**src/rtl/fft_frame_controller.sv**
```systemverilog
// Frame controller in front of the FFT core: buffers one input frame (zero-pad / truncate),
// streams it to the core, captures the results in place and replays them downstream.
module fft_frame_controller #(
    parameter int DATA_W     = 50,
    parameter int NUM_POINTS = 8
) (
    input  logic              clk_i,
    input  logic              rst_ni,
    input  logic              s_tvalid,
    output logic              s_tready,
    input  logic [DATA_W-1:0] s_tdata,
    input  logic              s_tlast,
    output logic              core_in_valid,
    input  logic              core_in_ready,
    output logic [DATA_W-1:0] core_in_data,
    output logic              core_in_last,
    input  logic              core_out_valid,
    input  logic [DATA_W-1:0] core_out_data,
    output logic              m_tvalid,
    input  logic              m_tready,
    output logic [DATA_W-1:0] m_tdata,
    output logic              m_tlast,
    output logic              frame_err,
    output logic [15:0]       frame_cnt
);
    localparam int IDX_W = $clog2(NUM_POINTS);
    localparam logic [IDX_W-1:0] LAST_IDX = IDX_W'(NUM_POINTS - 1);

    typedef enum logic [2:0] {LOAD, PAD, DISCARD, SEND, COLLECT, DRAIN} state_e;

    state_e             state_q, state_d;
    logic [IDX_W-1:0]   wr_idx_q, wr_idx_d;
    logic [IDX_W-1:0]   res_idx_q, res_idx_d;
    logic [IDX_W-1:0]   rd_idx_q, rd_idx_d;
    logic               rd_done_q, rd_done_d;
    logic               res_done_q, res_done_d;
    logic               ov_q, ov_d;
    logic               ol_q, ol_d;
    logic               frame_err_q, frame_err_d;
    logic [15:0]        frame_cnt_q, frame_cnt_d;
    logic [DATA_W-1:0]  od_q;
    logic [DATA_W-1:0]  mem_q [NUM_POINTS];

    logic               mem_we;
    logic [IDX_W-1:0]   mem_waddr;
    logic [DATA_W-1:0]  mem_wdata;
    logic               load_rd;
    logic               streaming;
    logic               stream_rdy;
    logic               last_hs;

    always_comb begin
        state_d     = state_q;
        wr_idx_d    = wr_idx_q;
        res_idx_d   = res_idx_q;
        rd_idx_d    = rd_idx_q;
        rd_done_d   = rd_done_q;
        res_done_d  = res_done_q;
        ov_d        = ov_q;
        ol_d        = ol_q;
        frame_err_d = frame_err_q;
        frame_cnt_d = frame_cnt_q;
        mem_we      = 1'b0;
        mem_waddr   = wr_idx_q;
        mem_wdata   = s_tdata;
        load_rd     = 1'b0;

        streaming  = (state_q == SEND) || (state_q == DRAIN);
        stream_rdy = (state_q == SEND) ? core_in_ready : m_tready;
        last_hs    = streaming && ov_q && ol_q && stream_rdy;

        // One-word output register refilled from the buffer whenever it empties or is consumed
        if (streaming) begin
            if ((!ov_q || stream_rdy) && !rd_done_q) begin
                load_rd = 1'b1;
                ov_d    = 1'b1;
                ol_d    = (rd_idx_q == LAST_IDX);
                if (rd_idx_q == LAST_IDX) begin
                    rd_done_d = 1'b1;
                    rd_idx_d  = '0;
                end else begin
                    rd_idx_d = rd_idx_q + 1'b1;
                end
            end else if (ov_q && stream_rdy) begin
                ov_d = 1'b0;
                ol_d = 1'b0;
            end
            if (last_hs) begin
                rd_done_d = 1'b0;
            end
        end

        // Results may arrive while SEND is still running; they overwrite already-sent words
        if (((state_q == SEND) || (state_q == COLLECT)) && core_out_valid && !res_done_q) begin
            mem_we    = 1'b1;
            mem_waddr = res_idx_q;
            mem_wdata = core_out_data;
            if (res_idx_q == LAST_IDX) begin
                res_idx_d  = '0;
                res_done_d = 1'b1;
            end else begin
                res_idx_d = res_idx_q + 1'b1;
            end
        end

        case (state_q)
            LOAD: begin
                if (s_tvalid) begin
                    mem_we      = 1'b1;
                    mem_waddr   = wr_idx_q;
                    mem_wdata   = s_tdata;
                    frame_err_d = (wr_idx_q == LAST_IDX) && !s_tlast;
                    if (wr_idx_q == LAST_IDX) begin
                        wr_idx_d = '0;
                        state_d  = s_tlast ? SEND : DISCARD;
                    end else begin
                        wr_idx_d = wr_idx_q + 1'b1;
                        if (s_tlast) state_d = PAD;
                    end
                end
            end
            PAD: begin
                mem_we    = 1'b1;
                mem_waddr = wr_idx_q;
                mem_wdata = '0;
                if (wr_idx_q == LAST_IDX) begin
                    wr_idx_d = '0;
                    state_d  = SEND;
                end else begin
                    wr_idx_d = wr_idx_q + 1'b1;
                end
            end
            DISCARD: begin
                if (s_tvalid && s_tlast) state_d = SEND;
            end
            SEND: begin
                if (last_hs) begin
                    if (res_done_d) begin
                        res_done_d = 1'b0;
                        state_d    = DRAIN;
                    end else begin
                        state_d = COLLECT;
                    end
                end
            end
            COLLECT: begin
                if (res_done_d) begin
                    res_done_d = 1'b0;
                    state_d    = DRAIN;
                end
            end
            DRAIN: begin
                if (last_hs) begin
                    frame_cnt_d = frame_cnt_q + 16'd1;
                    state_d     = LOAD;
                end
            end
            default: state_d = LOAD;
        endcase
    end

    always_ff @(posedge clk_i or negedge rst_ni) begin
        if (!rst_ni) begin
            state_q     <= LOAD;
            wr_idx_q    <= '0;
            res_idx_q   <= '0;
            rd_idx_q    <= '0;
            rd_done_q   <= 1'b0;
            res_done_q  <= 1'b0;
            ov_q        <= 1'b0;
            ol_q        <= 1'b0;
            frame_err_q <= 1'b0;
            frame_cnt_q <= '0;
        end else begin
            state_q     <= state_d;
            wr_idx_q    <= wr_idx_d;
            res_idx_q   <= res_idx_d;
            rd_idx_q    <= rd_idx_d;
            rd_done_q   <= rd_done_d;
            res_done_q  <= res_done_d;
            ov_q        <= ov_d;
            ol_q        <= ol_d;
            frame_err_q <= frame_err_d;
            frame_cnt_q <= frame_cnt_d;
        end
    end

    // Data storage carries no reset; only control state is cleared
    always_ff @(posedge clk_i) begin
        if (mem_we) mem_q[mem_waddr] <= mem_wdata;
        if (load_rd) od_q <= mem_q[rd_idx_q];
    end

    assign s_tready      = (state_q == LOAD) || (state_q == DISCARD);
    assign core_in_valid = (state_q == SEND) && ov_q;
    assign core_in_last  = (state_q == SEND) && ol_q;
    assign core_in_data  = od_q;
    assign m_tvalid      = (state_q == DRAIN) && ov_q;
    assign m_tlast       = (state_q == DRAIN) && ol_q;
    assign m_tdata       = od_q;
    assign frame_err     = frame_err_q;
    assign frame_cnt     = frame_cnt_q;

endmodule

```
**config.mk**
```make
export PLATFORM = sky130hd
export DESIGN_NAME = fft_frame_controller
export DESIGN_NICKNAME = d
export VERILOG_FILES = /design/src/rtl/fft_frame_controller.sv
export SDC_FILE = /design/constraint.sdc
export NUM_CORES = 1
export LEC_CHECK = 0
export BUFFER_PORTS_ARGS = -buffer_cell sky130_fd_sc_hd__buf_2
export CORE_MARGIN = 2
export CORE_UTILIZATION = 35
export CTS_CLUSTER_SIZE = 12
export DETAILED_ROUTE_END_ITERATION = 12
export GPL_TIMING_DRIVEN = 0
export MAX_ROUTING_LAYER = met4
export PLACE_DENSITY_LB_ADDON = 0.12
export SLEW_MARGIN = 20
export SYNTH_ARGS = -nofsm -noshare
export SYNTH_HDL_FRONTEND = slang
export SYNTH_SLANG_ARGS = --single-unit
```
**constraint.sdc**
```tcl
create_clock -name clk_i -period 9.1 [get_ports clk_i]
set_input_delay 1.82 -clock clk_i [delete_from_list [all_inputs] [get_ports clk_i]]
set_output_delay 1.82 -clock clk_i [all_outputs]
set_load 0.005 [all_outputs]
```
# Word level (Yosys, flattened, before mapping)

Memories as Yosys holds them, arrays and structs flattened. A register that Yosys moved wholly into a read port is not among the register bits.
Index checks and enable logic that the tools add are counted.

Add/sub/neg operators: 4
Multipliers: 0
Div/mod/pow operators: 0
Magnitude comparators: 0
Equality and inequality tests: 15
Shift-type cells: 0
Muxes and demuxes: 40
Bitwise gates (word level): 0
Reductions and logical operators: 33

Operators by type and width:

| cell                    | number |
|---|---|
| $mux W50                | 2 |
| $pmux W50 S2            | 1 |
| $mux W3                 | 14 |
| $mux W1                 | 18 |
| $pmux W3 S6             | 1 |
| $add A16 B1 Y16 const B | 1 |
| $eq A3 B3 Y1 const B    | 5 |
| $logic_and A1 B1 Y1     | 13 |
| $pmux W3 S2             | 2 |
| $ne A2 B2 Y1 const B    | 5 |
| $reduce_and A2 Y1       | 5 |
| $add A3 B1 Y3 const B   | 3 |
| $reduce_bool A2 Y1      | 4 |
| $reduce_and A7 Y1       | 1 |
| $eq A3 B2 Y1 const B    | 2 |
| $logic_not A1 Y1        | 4 |
| $logic_or A1 B1 Y1      | 4 |
| $pmux W1 S2             | 2 |
| $eq A3 B1 Y1 const B    | 1 |
| $logic_not A3 Y1        | 1 |
| $ne A3 B3 Y1 const B    | 1 |
| $reduce_and A3 Y1       | 1 |
| $ne A2 B1 Y1 const B    | 1 |

Flip-flop bits (word level): 33
Latch bits: 0
Memory bits (writable): 400
Memory bits (read-only): 0
Bits of input ports: 107
Output and inout bits: 122
Word-level logic and storage cells: 103
Memories kept: 1

Memories:

| name  | words | width | rd ports | clocked after Yosys merged registers in | write ports | line | RTL |
|---|---|---|---|---|---|---|---|
| mem_q | 8     | 50    | 1        | 1                                       | 1           | 42   | `logic [DATA_W-1:0] mem_q [NUM_POINTS];` |

# Depth between registers and ports, before layout

Gate-level depths: netlist (run 1).

Depth in word-level cells: 9
Mapped depth: 7
Depth with buffers taken out: 6

# Worst setup path before layout (run 1)

OpenSTA, ideal clock, no wires.

Path type: input to register
Start: in s_tvalid
End: mem mem_q[1][0], enable pin
Arrival time: 6.243 ns
Path slack: 2.327 ns
Stages on the path: 4
Cells stage by stage: nor2_1 nor3_1 a22oi_1 nor3b_1

Longest elaborated chain between the ends: 4
Elaborated cells on any way between the ends: 6
Those cells by class: 6 x mux

RTL lines:

| what                          | line | RTL |
|---|---|---|
| start, declared               | 9    | `input logic s_tvalid,` |
| $mux W1                       | 108  | `if (s_tvalid) begin` |
| $pmux W1 S2                   | 106  | `case (state_q)` |
| $mux W1                       | 190  | `if (mem_we) mem_q[mem_waddr] <= mem_wdata;` |
| $mux W1 (not written as such) | 190  |  |
| end, declared                 | 42   |  |

Parallel ways exist; a longest one is shown, timed or not.

# Worst setup path after layout (run 1)

Start: in s_tvalid
End: mem mem_q[5][26], enable pin

Same word-level chain as after synthesis.

==> results.toml, run 1 <==
[setup_path]
slowest_delay_ns = 0.58
start_kind = "input port"
crit_path_end_kind = "flop"
cp_top_family = "simple AND/OR/NAND/NOR gates"
cp_max_fo = 8
worst_ep_arrival_time_ns = 4.18
cpMostUsedCell = "buf_4"
slowest_stage = "nor3_1"
crit_type = "in2reg"
path_cells = "buf_2, nor2_1, nor3_1, a22oi_1, nor3_2, buf_4, buf_4, buf_4"
required_ns = 9.39
path_buf_inv = 4

[detailed_routing]
drc = 0
wl_per_cell_um = 23.6
vias = 9941
drt-total-wl_um = 46900
final_antenna_net_count = 0
drtIter0Drc = 763
detail_route.first_pass.iterations = 7
vias_per_cell = 5.00

[sta]
fmax_ghz = 0.257
fin_hold_ws_ns = 0.478
hold_viol_final = 0
max_slew.worst_pin.slew_ns = 1.15
worst_slack_ns = 5.20
relSlewSlack = 0.236
finClkSkew_ns = 0.0214
tns_ns = 0
setup_viol = 0
drv_slew = 0
post-route-period-util = 0.428
rsz0062_at_grt = "false"
min_period_ns = 3.90

[yosys]
synth-compound-area-share = 0.0346
synth_seq_cells = 483
synth_cells = 923
postSynthAreaPerCell_um2 = 20.7
async_flop_share = 0.0683
synth-seq-area-share = 0.749
netlist_area_um2 = 19100
synth_cell_types = 42
synthSimpleGateAreaFrac = 0.0211
muxShareOfSynthArea = 0.152
synth_edf_count = 450
synthFlopType = "edfxtp_1"
synth-xor-area-share = 0.00686
synth_top_family_by_area = "multiplexers"
yosysWarningCount = 0
syn_nets = 1037
yosys.area_share.adder = 0.00458

[clock_network]
post-cts-setup-buffer-count = 0
cts-root-buf = "clkbuf_16"
ctsLongestPathBuffers = 3
cts_sinks = 483
cts_resized = 0
insertion_delay_ns = 0.59
cts_buffers = 53
clk_pin_slew_ns = 0.06
htreeDepth = 2
cts_tree = "done"
cts_hold_buf = 0

[cells_and_area]
layout.cells.non_filler = 1987
final_cell_area_um2 = 23300
drive_gt1_frac = 0.447
antenna_cells = 0
fin_util = 0.433
final_common_cell = "edfxtp_1"
syn2layout_area_growth_pct = 22.0
finalNetCount = 1362
final_cell_mix = "edfxtp_1 (450), buf_2 (241), mux4_2 (100)"

[placement]
io_buffer_count = 228
hpwlAfterDp_um = 30600
place_area_um2 = 21700
dp_worst_setup_slack_ns = 4.57
dp.cells = 1889
place.gp.congestion = 0.731

[floorplanning]
die_area_um2 = 56600
rows = 85
io_pins = 229
fp.dieW_um = 238
core-area_um2 = 53900
initial_utilization = 0.355
fp.dieH_um = 238

[global_route]
grt_overflow = 0
globalRouteTotalUtil = 0.173
grt_pass1_wl_um = 69000
grt_pass1_vias = 10200
grt_start_max_net_pins = 38
antenna_found_initial = 1

[outcome]
status = "completed"

[power]
power_mw = 8.51
leakage_nw = 8.36
peakVddDrop_uv = 160
powerDensity_nw_per_um2 = 364

[worst_hold_path]
holdCritPathClass = "reg2reg"

[run]
cap_violations = 0
registers in the layout, summed over array words and instances, names as in the netlist:
name and flops:
core_in_data 50, frame_cnt 16, frame_err 1, mem_q 400
ol_q 1, ov_q 1, rd_done_q 1, rd_idx_q 3
res_done_q 1, res_idx_q 3, state_q 3, wr_idx_q 3
cell families (layout without fill, tap and decap cells):
| kind of cell | Yosys count | count (layout) |
|---|---|---|
| DFF | 483 | 483 |
| and+or+nand+nor | 71 | 71 |
| muxes | 159 | 159 |
| AOI/OAI and AO/OA | 84 | 84 |
| buffers and inverters | 104 | 472 |
| adders and majority gates | 7 | 7 |
| xor gates and xnor gates | 15 | 15 |
path summary, 6_finish.rpt:
check,cells past startpoint,slack [ns],endpoint,start
setup / recovery,8,5.20,mem_q[5][26]$_DFFE_PP_,s_tvalid
hold / removal,1,0.48,frame_cnt[15]$_DFFE_PN0P_,frame_cnt[15]$_DFFE_PN0P_
setup reg to reg,8,5.79,mem_q[5][26]$_DFFE_PP_,state_q[2]$_DFFE_PN0P_
hold reg to reg,1,0.48,frame_cnt[15]$_DFFE_PN0P_,frame_cnt[15]$_DFFE_PN0P_
max in group asynchronous,1,7.24,rd_idx_q[2]$_DFFE_PN0P_,rst_ni
min in group asynchronous,1,1.33,frame_cnt[1]$_DFFE_PN0P_,rst_ni
per-layer routing:
layer  share of wire  up-vias  track usage
met3           0.048       66       0.0294
met5               0        -            -
met4           0.021        0       0.0427
li1                -     4418            -
met2            0.46      275        0.256
met1            0.47     5182        0.251
cell usage after synthesis (all sizes together) (2+ instances only):
library cell,number,area share
a21oi,11,0.0035
a22o,51,0.023
a31oi,4,0.0013
and2,4,0.0013
and3,6,0.0020
and4,4,0.0018
buf,69,0.024
clkbuf,27,0.0053
dfrtp,33,0.043
edfxtp,450,0.71
ha,7,0.0046
inv,8,0.0016
mux2,58,0.034
mux4,100,0.12
nand2,12,0.0024
nand2b,7,0.0023
nand3,4,0.0010
nand3b,3,0.0012
nand4,6,0.0020
nor2,7,0.0014
nor2b,6,0.0020
nor3,7,0.0018
nor3b,2,0.00078
o21ai,7,0.0018
o31ai,3,0.0012
xnor2,11,0.0050
xor2,4,0.0018
power breakdown:
part	internal, mW	total, mW	switching (mW)
clock	1.19	2.04	0.852
sequential	3.41	3.57	0.167
combinational	1.26	2.90	1.64
total	5.85	8.51	2.66
cell type report:
cell class,count,area [um2]
Fill cell,4754,30600
Timing Repair Buffer,270,1640
Tap cell,696,871
Multi-Input combinational cell,336,4250
Inverter,8,32.5
Sequential cell,483,14300
Clock buffer,69,1430
Buffer,96,573
Clock inverter,29,214
No activity file was read; power rests on OpenSTA's default activity.
==> inputs of run 2 (changes only) <==
==> constraint.sdc (replaced) <==
create_clock -name clk_i -period 3.9 [get_ports clk_i]
set_input_delay 0.78 -clock clk_i [delete_from_list [all_inputs] [get_ports clk_i]]
set_output_delay 0.78 -clock clk_i [all_outputs]
set_load 0.005 [all_outputs]
==> run 2 against run 1 <==
Effect of this change: die area is the same; global-route usage shrank 0.18 points; routed wire length shrank 0.46%; critical path type is now reg2reg; largest power group unchanged; clock skew shrank 0.0058 ns.
==> results.toml, run 2 (same netlist as run 1, synthesis figures left out) <==
[sta]
min_period_ns = 3.30
hold_viol_final = 0
fmax_ghz = 0.303
finClkSkew_ns = 0.0156
relSlewSlack = 0.278
drv_slew = 0
setup_viol = 0
post-route-period-util = 0.846
rsz0062_at_grt = "false"
max_slew.worst_pin.slew_ns = 1.08

[clock_network]
cts_resized = 0
ctsLongestPathBuffers = 3
htreeDepth = 2
cts_sinks = 483
cts_hold_buf = 0
post-cts-setup-buffer-count = 0
clk_pin_slew_ns = 0.06
insertion_delay_ns = 0.59
cts_tree = "done"
cts_buffers = 52
cts-root-buf = "clkbuf_16"

[setup_path]
crit_type = "reg2reg"
start_kind = "flop"
crit_path_end_kind = "flop"
cp_max_fo = 10
r2r_cells = 8
worst_ep_arrival_time_ns = 3.58
required_ns = 4.18

[power]
leakage_nw = 8.34
peakVddDrop_uv = 461
power_mw = 19.8
powerDensity_nw_per_um2 = 848

[outcome]
status = "completed"

[run]
cap_violations = 0

[detailed_routing]
final_antenna_net_count = 0
detail_route.first_pass.iterations = 4
vias = 9904
drtIter0Drc = 632
vias_per_cell = 5.01
drc = 0
wl_per_cell_um = 23.7
drt-total-wl_um = 46700

[global_route]
antenna_found_initial = 3
grt_pass1_vias = 10300
grt_start_max_net_pins = 37
grt_overflow = 0
globalRouteTotalUtil = 0.172
grt_pass1_wl_um = 68000

[cells_and_area]
max_flop_register = "mem_q"
finalNetCount = 1351
largest_register_ffs = 400
drive_gt1_frac = 0.442
final_common_cell = "edfxtp_1"
fin_util = 0.434
final_cell_area_um2 = 23400
antenna_cells = 0
syn2layout_area_growth_pct = 22.2
final_cell_mix = "edfxtp_1 (450), buf_2 (241), mux4_2 (100)"

[floorplanning]
fp.dieH_um = 238
initial_utilization = 0.355
rows = 85
io_pins = 229
core-area_um2 = 53900
die_area_um2 = 56600
fp.dieW_um = 238

[worst_hold_path]
holdCritPathClass = "in2async"

[placement]
place_area_um2 = 21800
hpwlAfterDp_um = 31000
place.gp.congestion = 0.739
io_buffer_count = 228
[run 2: cell count changes in the layout (fill, tap and decap cells not counted), moves of 2 or more]
cell | previous run | this run
buf_4 | 78 | 51
buf_8 | 0 | 16
buf_16 | 5 | 8
nor3_2 | 3 | 0
nor3_4 | 0 | 3
clkbuf_16 | 55 | 53
clkbuf_2 | 4 | 6
clkinv_2 | 10 | 8
[run 2: layout make-up]
| type | instances | area [um2] |
|---|---|---|
| multi-input combinational | 336 | 4270 |
| buffer | 96 | 576 |
| sequential | 483 | 14300 |
| inverter | 8 | 32.5 |
| clock inverter | 26 | 175 |
| fill | 4655 | 30500 |
| tap | 696 | 871 |
| clock buffer | 70 | 1400 |
| timing repair buffer | 260 | 1730 |
[run 2: metrics by stage]
stage                     hold slack [ns]  setup TNS (ns)  std cells  setup WS (ns)
after detailed placement            0.464               0       1879          0.255
after global routing                0.312               0       1975          0.362
after global placement              0.460         -607.56       1847          -2.50
after CTS                           0.292               0       1975          0.563
final                               0.275               0       1975          0.600
after floorplan                     0.468          -0.218        923       -0.00436
[run 2: final timing paths]
| check | from | endpoint | slack (ns) |
|---|---|---|---|
| worst max-delay path | state_q[1]$_DFFE_PN0P_ | mem_q[5][35]$_DFFE_PP_ | 0.60 |
| worst min-delay path | rst_ni | frame_cnt[4]$_DFFE_PN0P_ | 0.28 |
| worst max register to register | state_q[1]$_DFFE_PN0P_ | mem_q[5][35]$_DFFE_PP_ | 0.60 |
| worst min register to register | frame_cnt[15]$_DFFE_PN0P_ | frame_cnt[15]$_DFFE_PN0P_ | 0.48 |
| max in group asynchronous | rst_ni | res_idx_q[1]$_DFFE_PN0N_ | 3.11 |
| min in group clk_i | frame_cnt[15]$_DFFE_PN0P_ | frame_cnt[15]$_DFFE_PN0P_ | 0.48 |
[run 2: critical path: stages (launching register included)]
cell and delay [ns]:
dfrtp_1 0.37, clkbuf_1 0.22, nor3_1 0.71, a22oi_1 0.36
nor3_4 0.57, buf_8 0.23, buf_6 0.17, buf_8 0.18
buf_8 0.17
[run 2: report_power, final]
group	switching [mW]	internal (mW)
Combinational	3.89	3.01
Sequential	0.397	7.95
Clock	1.95	2.64
Total	6.23	13.6
[run 2: metal layers]
layer  vias to the layer above  share of wire  global-route usage  wire, um
met1                      5174           0.46               0.237     21300
li1                       4395              -                   -         -
met2                       269           0.48               0.272     22300
met4                         0          0.016              0.0354       740
met5                         -              0                   -         0
met3                        66          0.050              0.0280      2320
